<file path="src/rtl/sh7604_bsc_pkg.sv">
// rtl/sh7604_bsc_pkg.sv - SH7604 bus state controller types and WCR constants
package sh7604_bsc_pkg;

   localparam logic [31:0] WCR_ADDR  = 32'hFFFFFFE8;
   localparam logic [15:0] WCR_INIT  = 16'hAAFF;
   localparam logic [15:0] WCR_WMASK = 16'hFFFF;
   localparam logic [15:0] WCR_RMASK = 16'hFFFF;

   typedef struct packed {
      logic [7:0] RSV;
      logic [1:0] W3;
      logic [1:0] W2;
      logic [1:0] W1;
      logic [1:0] W0;
   } WCR_t;

   typedef enum logic [2:0] {
      IDLE,
      T1,
      TW,
      T2,
      IDLE_CYC
   } BSCState_t;

endpackage

</file>
<file path="src/rtl/sh7604_bsc.sv">
// rtl/sh7604_bsc.sv - SH7604 bus state controller (T1/TW/T2 cycles, WCR wait states, bursts)
// Optional idle cycle after T2: SH7604_BSC_IDLE_CYCLE_EN
module sh7604_bsc #(
   parameter logic [31:0] WCR_ADDR = sh7604_bsc_pkg::WCR_ADDR,
   parameter logic [15:0] WCR_INIT = sh7604_bsc_pkg::WCR_INIT
) (
   input  logic        CLK,
   input  logic        RST,
   input  logic        CE_R,
   input  logic        CE_F,
   input  logic [31:0] DBUS_A,
   input  logic [31:0] DBUS_DI,
   output logic [31:0] DBUS_DO,
   input  logic [3:0]  DBUS_BA,
   input  logic        DBUS_WE,
   input  logic        DBUS_REQ,
   input  logic        DBUS_BURST,
   input  logic        DBUS_LOCK,
   output logic        DBUS_WAIT,
   output logic        BSC_ACK,
   input  logic [31:0] IBUS_A,
   input  logic [31:0] IBUS_DI,
   output logic [31:0] IBUS_DO,
   input  logic        IBUS_WE,
   input  logic        IBUS_REQ,
   output logic        IBUS_ACT,
   output logic [26:0] A,
   output logic [31:0] DO,
   input  logic [31:0] DI,
   output logic [3:0]  CS_N,
   output logic        RD_N,
   output logic [3:0]  WE_N,
   input  logic        WAIT_N
);
   import sh7604_bsc_pkg::*;

   function automatic logic [1:0] f_area_wait(input WCR_t wcr, input logic [1:0] area);
      logic [1:0] w;
      case (area)
         2'd0:    w = wcr.W0;
         2'd1:    w = wcr.W1;
         2'd2:    w = wcr.W2;
         default: w = wcr.W3;
      endcase
      return w;
   endfunction

   BSCState_t   r_state, w_state_nxt, w_t2_exit;
   WCR_t        r_wcr;
   logic [26:0] r_addr;
   logic [31:0] r_wdata, r_dbus_do, r_ibus_do;
   logic [3:0]  r_ba;
   logic        r_we, r_burst;
   logic [1:0]  r_beat, r_w, r_wcnt;
   logic [1:0]  w_area, w_wait_t1;
   logic        w_load, w_capture, w_beat_inc, w_busy, w_wcr_wr, w_rd_n;
   logic [3:0]  w_cs_n, w_we_n;
   logic        w_unused;

   assign w_area    = r_addr[26:25];
   assign w_wait_t1 = f_area_wait(r_wcr, w_area);
   assign IBUS_ACT  = (IBUS_A == WCR_ADDR);
   assign w_wcr_wr  = IBUS_REQ & IBUS_WE & IBUS_ACT;
   assign w_unused  = ^{DBUS_A[31:27], IBUS_DI[31:16], DBUS_LOCK};

`ifdef SH7604_BSC_IDLE_CYCLE_EN
   assign w_t2_exit = DBUS_LOCK ? IDLE : IDLE_CYC;
`else
   assign w_t2_exit = IDLE;
`endif

   always_ff @(posedge CLK or posedge RST) begin
      if (RST) r_state <= IDLE;
      else if (CE_R) r_state <= w_state_nxt;
   end

   always_comb begin
      w_state_nxt = r_state;
      w_load      = 1'b0;
      w_capture   = 1'b0;
      w_beat_inc  = 1'b0;
      w_busy      = 1'b0;
      w_cs_n      = 4'hF;
      w_rd_n      = 1'b1;
      w_we_n      = 4'hF;
      case (r_state)
         IDLE: if (DBUS_REQ) begin
            w_state_nxt = T1;
            w_load      = 1'b1;
         end
         T1: begin
            w_busy = 1'b1;
            if (w_wait_t1 == 2'd0) begin
               w_state_nxt = T2;
               w_capture   = 1'b1;
            end else begin
               w_state_nxt = TW;
            end
         end
         TW: begin
            w_busy = 1'b1;
            if (r_wcnt == 2'd0 && WAIT_N) begin
               w_state_nxt = T2;
               w_capture   = 1'b1;
            end
         end
         T2: begin
            w_busy = 1'b1;
            // Later burst beats reuse the W latched in T1 and skip T1.
            if (r_burst && r_beat != 2'd3) begin
               w_beat_inc = 1'b1;
               if (r_w == 2'd0) begin
                  w_state_nxt = T2;
                  w_capture   = 1'b1;
               end else begin
                  w_state_nxt = TW;
               end
            end else begin
               w_state_nxt = w_t2_exit;
            end
         end
         IDLE_CYC: w_state_nxt = IDLE;
         default:  w_state_nxt = IDLE;
      endcase
      if (w_busy) begin
         w_cs_n = ~(4'b0001 << w_area);
         w_rd_n = r_we;
         if (r_we && r_state != T1) w_we_n = ~r_ba;
      end
   end

   always_ff @(posedge CLK or posedge RST) begin
      if (RST) begin
         r_addr    <= '0;
         r_wdata   <= '0;
         r_ba      <= '0;
         r_we      <= 1'b0;
         r_burst   <= 1'b0;
         r_beat    <= '0;
         r_w       <= '0;
         r_wcnt    <= '0;
         r_dbus_do <= '0;
         r_ibus_do <= '0;
         r_wcr     <= WCR_t'(WCR_INIT);
      end else begin
         if (CE_R) begin
            if (w_load) begin
               r_addr  <= DBUS_A[26:0];
               r_wdata <= DBUS_DI;
               r_ba    <= DBUS_BA;
               r_we    <= DBUS_WE;
               r_burst <= DBUS_BURST;
            end
            if (r_state == T1) begin
               r_w    <= w_wait_t1;
               r_wcnt <= w_wait_t1 - 2'd1;
            end else if (r_state == TW && r_wcnt != 2'd0) begin
               r_wcnt <= r_wcnt - 2'd1;
            end else if (w_beat_inc) begin
               r_beat <= r_beat + 2'd1;
               r_addr <= r_addr + 27'd4;
               r_wcnt <= r_w - 2'd1;
            end else if (r_state == T2) begin
               r_beat <= 2'd0;
            end
            if (w_capture) r_dbus_do <= DI;
            if (w_wcr_wr) r_wcr <= (IBUS_DI[15:0] & WCR_WMASK) | (r_wcr & ~WCR_WMASK);
         end
         if (CE_F) r_ibus_do <= IBUS_ACT ? {16'h0, r_wcr & WCR_RMASK} : 32'h0;
      end
   end

   assign DBUS_DO   = r_dbus_do;
   assign IBUS_DO   = r_ibus_do;
   assign A         = r_addr;
   assign DO        = r_wdata;
   assign CS_N      = w_cs_n;
   assign RD_N      = w_rd_n;
   assign WE_N      = w_we_n;
   assign BSC_ACK   = w_busy;
   assign DBUS_WAIT = DBUS_REQ & (r_state != T2);

endmodule

</file>
<file path="config.mk">
export PLATFORM = sky130hd
export DESIGN_NAME = sh7604_bsc
export DESIGN_NICKNAME = d
export VERILOG_FILES = /design/src/rtl/sh7604_bsc_pkg.sv /design/src/rtl/sh7604_bsc.sv
export SDC_FILE = /design/constraint.sdc
export NUM_CORES = 1
export LEC_CHECK = 0
export CAP_MARGIN = 20
export CORE_AREA = 2 2 122 124
export CTS_CLUSTER_DIAMETER = 80
export DETAILED_ROUTE_END_ITERATION = 16
export DIE_AREA = 0 0 124 126
export DONT_BUFFER_PORTS = 1
export GPL_ROUTABILITY_DRIVEN = 1
export PLACE_DENSITY = 0.62
export RECOVER_POWER = 50
export SETUP_SLACK_MARGIN = 0.15
export SLEW_MARGIN = 10
export SYNTH_ARGS = -nofsm -noshare
export SYNTH_HDL_FRONTEND = slang
export SYNTH_SLANG_ARGS = --single-unit
</file>
<file path="constraint.sdc">
create_clock -name CLK -period 5.2 [get_ports CLK]
set_clock_uncertainty 0.05 [all_clocks]
set_input_delay 0.26 -clock CLK [delete_from_list [all_inputs] [get_ports CLK]]
set_output_delay 0.26 -clock CLK [all_outputs]
set_load 0.1 [all_outputs]
</file>
[After elaboration in Yosys (flattened, before gate mapping)]
Index checks and enable logic that the tools add are counted.
Word-level totals
  flip-flop bits (word level): 154
  input port bits: 175
  output and inout bits: 135
  word-level logic and storage cells: 91
Cells by class
  $add $sub $neg: 5
  equal/unequal tests: 11
  shift-type cells: 1
  muxes and demuxes: 31
  bitwise operators: 7
  reduce and logical (&&, ||, !) cells: 20
Operator list (number)
  $mux 27: 4
  $eq 32x32->1 const B: 1
  $add 27x3->27 const B: 1
  $mux 16: 1
  $mux 1: 12
  $mux 4: 3
  $pmux 3 s4: 1
  $mux 2: 5
  $reduce_and 2->1: 5
  $mux 3: 3
  $logic_not 2->1: 4
  $not 4->4: 2
  $eq 3x2->1 const B: 2
  $ne 2x2->1 const B: 3
  $pmux 2 s3: 1
  $sub 2x1->2 const B: 3
  $logic_and 1x1->1: 4
  $reduce_and 4->1: 1
  $reduce_bool 2->1: 2
  $shl 1x2->4 const A: 1
  $and 1x1->1: 3
  $eq 3x1->1 const B: 1
  $logic_not 3->1: 1
  $ne 3x1->1 const B: 1
  other kinds (9): 10

[Logic depth before layout (Yosys ltp)]
  depth in word-level cells: 7
  mapped depth: 8
  mapped depth without buffers: 6

[Worst setup path after synthesis]
OpenSTA, ideal clock, no wires.
  path type: register to output
  start point: register r_state[1]
  end point: output DBUS_WAIT
  arrival time: 2443 ps
  required time: 4890 ps
  setup slack: 2447 ps
  cell stages (with the launch flop): 5
  path buffers: 3
  path through: dfrtp_1 clkbuf_1 clkbuf_1 clkbuf_1 a21oi_1
On the way
  cells in the longest elaborated chain, start to end: 2
Ends and longest elaborated chain
  start: declaration: line sh7604_bsc.sv:48  | BSCState_t r_state, w_state_nxt, w_t2_exit;
  start signal: assignment: line sh7604_bsc.sv:74  | else if (CE_R) r_state <= w_state_nxt;
  $ne 3x2->1: line sh7604_bsc.sv:181  | assign DBUS_WAIT = DBUS_REQ & (r_state != T2);
  $and 1x1->1: line sh7604_bsc.sv:181
  end: declaration: line sh7604_bsc.sv:19  | output logic DBUS_WAIT,
No other way between the ends.

[Final worst setup path]
  start point: register r_state[1]
  end point: output CS_N[3]
On the way
  cells in the longest elaborated chain, start to end: 4
  elaborated cells between the ends (all ways): 6
  classes of those cells: eq/ne (3); mux (2); reduce/logical (1)
Ends and longest elaborated chain
  $eq 3x1->1 or $eq 3x2->1 (tied branches): line sh7604_bsc.sv:86  | case (r_state)
  $reduce_or 3->1 (no source line) (*)
  $mux 1 (*): line sh7604_bsc.sv:86
  via BSC_ACK: line sh7604_bsc.sv:20  | output logic BSC_ACK,
  $mux 4 (*): line sh7604_bsc.sv:125  | if (w_busy) begin
  end: declaration: line sh7604_bsc.sv:30  | output logic [3:0] CS_N,
Mark *: on every way through the listed nets, which the timed path passes. The rest lies on a longest branch.

==> summary.txt <==
GRT
  • Gr usage total: a little under a quarter
  • Pin count of the biggest net entering global routing: just over 80
  • Grt ovf: 0
  • Vias in the first global route: around 5300
  • Initial antenna violation count: 0
  • Global-route wire length before repair: about 27000 um

Outcome
  • Violated checks: max-capacitance violations, max-slew violations
  • Status: complete, but fails checks

Yosys
  • Syn Inst Count: roughly 650
  • Ys flop type: dfrtp_1
  • Synth warn: 0
  • Number of enable flip-flop cells after synthesis: 0
  • Top cell type's share of synthesized area: around half
  • Largest area contributor in the netlist: dfrtp_1
  • Mean Syn Cell Area: ~10 um2
  • Syn Std Cell Area: ~6400 um2
  • Library cells used by synthesis: 60
  • Register area share after synthesis: a little over half
  • Seq cells post-synth: between 100 and 150
  • Async set-or-reset flop fraction in the synthesized netlist: 100%
  • Ranking of synthesized cells by area: dfrtp_1 (49%), nand2_1 (9.7%), mux2_2 (7.2%)

Floorplan
  • # rows: 44
  • Die width: roughly 120 um
  • Initial Util: 44.9%
  • Die footprint: roughly 16000 um2
  • I/O pin count: 310
  • Die Ht: approximately 130 um
  • Core footprint: 14300 um2

Cells and area
  • Nets: between 900 and 1000
  • P&R area growth vs syn: 25.8%
  • Fillers: ~1200
  • Layout cells sized above 1: 14.5%
  • Most common cell after layout, fill and taps aside: nand2_1
  • N_diodes: 0
  • Commonest non-fill, non-tap cells in the layout: nand2_1 (166), dfrtp_1 (125), dlygate4sd3_1 (96)

Worst setup path
  • Worst setup startpoint: r_state[1]$_DFFE_PP0P_
  • Crit Reg-Reg Startpoint: A[26]$_DFFE_PP0P_
  • Critical path's slowest cell: nand3_1
  • R2R depth: 6
  • Worst path bufs/invs: 1
  • CP top delay family: simple AND/OR/NAND/NOR gates
  • R2R Path End: DBUS_DO[24]$_DFFE_PP0P_
  • Startpoint types: register
  • Crit Path Class: register to primary output
  • Reg-to-reg slack, setup: 1670 ps
  • CP endpoint: CS_N[3]
  • Endpoint type of the worst setup path: primary output
  • CP Data Required Time: slightly below 5000 ps
  • Worst path depth: 3
  • Worst endpoint data arrival time: 3330 ps
  • Crit-path cells: nor2_1, inv_1, nand3_1
  • Delay of the slowest critical-path stage: ~1000 ps
  • Crit Path Max Fanout: 27

Timing
  • Slew headroom: -66.4%
  • Final min period: roughly 3600 ps
  • Final setup viols: 0
  • Hold Violations, Final: 0
  • Crit share post-route: 70.1%
  • Worst slew pin tran: 2480 ps
  • Max-slew violation count: 67
  • Unrepaired setup endpoints after global routing: no
  • Setup TNS: 0 ps
  • Max Freq: 275 MHz

Clock network
  • Clk Latency, worst-skew pair: a little over 400 ps
  • Clock Sinks: around 140
  • CTS clock-pin slew for the worst setup and hold paths: around 60 ps
  • Post-CTS sizing: 0
  • H-tree levels: 4
  • Deepest clock path buffer count: 2
  • CTS Root Cell: clkbuf_16
  • TritonCTS clock tree: built
  • Postcts setup bufs: 0
  • Inserted Clock Buffers: 17

Flow run
  • Max cap viols: 2

Placement
  • Routability cong.: 0.782
  • Count of input and output buffers: 0
  • Detailed Place HPWL: 11500 um

Detailed routing
  • Routed length per instance: around 19 um
  • # DRC: 0
  • Iteration-0 DRC count of the detailed router: around 340
  • DR vias: between 5000 and 6000
  • WL final: approximately 18000 um
  • DRT Pass-1 Iters: 5
  • Antenna viol nets, final: 0
  • Detail-routed via count per cell: 5.61

Hold path
  • Worst min-delay path class: input pin to register
  • Hold depth: 2
==> worst min path at each step <==
stage,start,end,slack [ps]
after floorplan,DBUS_A[0],A[0]$_DFFE_PP0P_,320
after global placement,RST,DO[5]$_DFFE_PP0P_,140
after detailed placement,RST,DO[9]$_DFFE_PP0P_,160
after CTS,DBUS_A[4],A[4]$_DFFE_PP0P_,0.3
after global routing,CE_R,A[15]$_DFFE_PP0P_,10
final,CE_R,A[15]$_DFFE_PP0P_,20
==> area by class of cell <==
type	instances	area [um2]	area share [%]
Sequential cell	137	3440	42.6
Multi-Input combinational cell	442	2670	33.0
Timing Repair Buffer	109	1070	13.2
Clock buffer	25	485	6.00
Tap cell	184	230	2.85
Inverter	25	95.1	1.18
Clock inverter	7	93.8	1.16
==> metal layers <==
layer  global-route usage (%)  part of all wire, %
met5                        0                    0
met4                     8.46                  1.8
met3                     6.97                  8.5
met2                     38.4                   50
met1                     27.0                   40
==> stage by stage <==
stage                     hold WS, ps  cell area (um2)  util [%]  worst slack, ps  cells
after floorplan                   315             6480         -             1240    660
after global placement            141             6520      45.5             2020    798
after detailed placement          156             6530      45.6             1930    799
after CTS                       0.345             8070      56.4             1550    927
after global routing             10.3             8090      56.5             1400    929
final                            18.1             8090      56.5             1560    929
==> kinds of logic after synthesis <==
kind of cell	count (synthesis)	share of synthesized area (%)
compound gates	105	10.2
xor+xnor	1	0.136
fa+ha+maj	2	0.389
buf+inv	81	6.03
flops	137	53.6
mux	65	12.1
other cells	1	0.0583
simple gates	253	17.6
==> cell usage after synthesis (3+ instances only) <==
cell type / n
dfrtp_1: 125
buf_4: 16
mux2_4: 10
o21ai_0: 15
nor2_1: 14
mux2_2: 41
o22ai_1: 26
clkbuf_1: 32
inv_1: 25
mux2i_1: 12
a21o_1: 3
nand2_1: 166
buf_2: 4
dfstp_2: 12
nand3_1: 17
nor3_1: 11
a21oi_1: 34
nand2b_1: 5
o32ai_1: 3
a31oi_1: 3
a32oi_1: 3
or3_1: 4
nor4_1: 4
nand4_1: 14
and3_1: 3
==> what timing repair did <==
item | in CTS | in global routing
hold endpoints to repair | 180 | 0
endpoints found under the setup margin | 0 | 0
hold buffers | 96 | 0
==> state kept, by name (all words and copies together) (netlist names) <==
register,count
DBUS_DO,32
DO,32
A,27
IBUS_DO,16
r_wcr,16
r_ba,4
r_beat,2
r_state,2
r_w,2
r_wcnt,2
r_burst,1
r_we,1
Power is not shown: default switching activity piles up to over one toggle a cycle in this logic, so the estimate is an artifact.
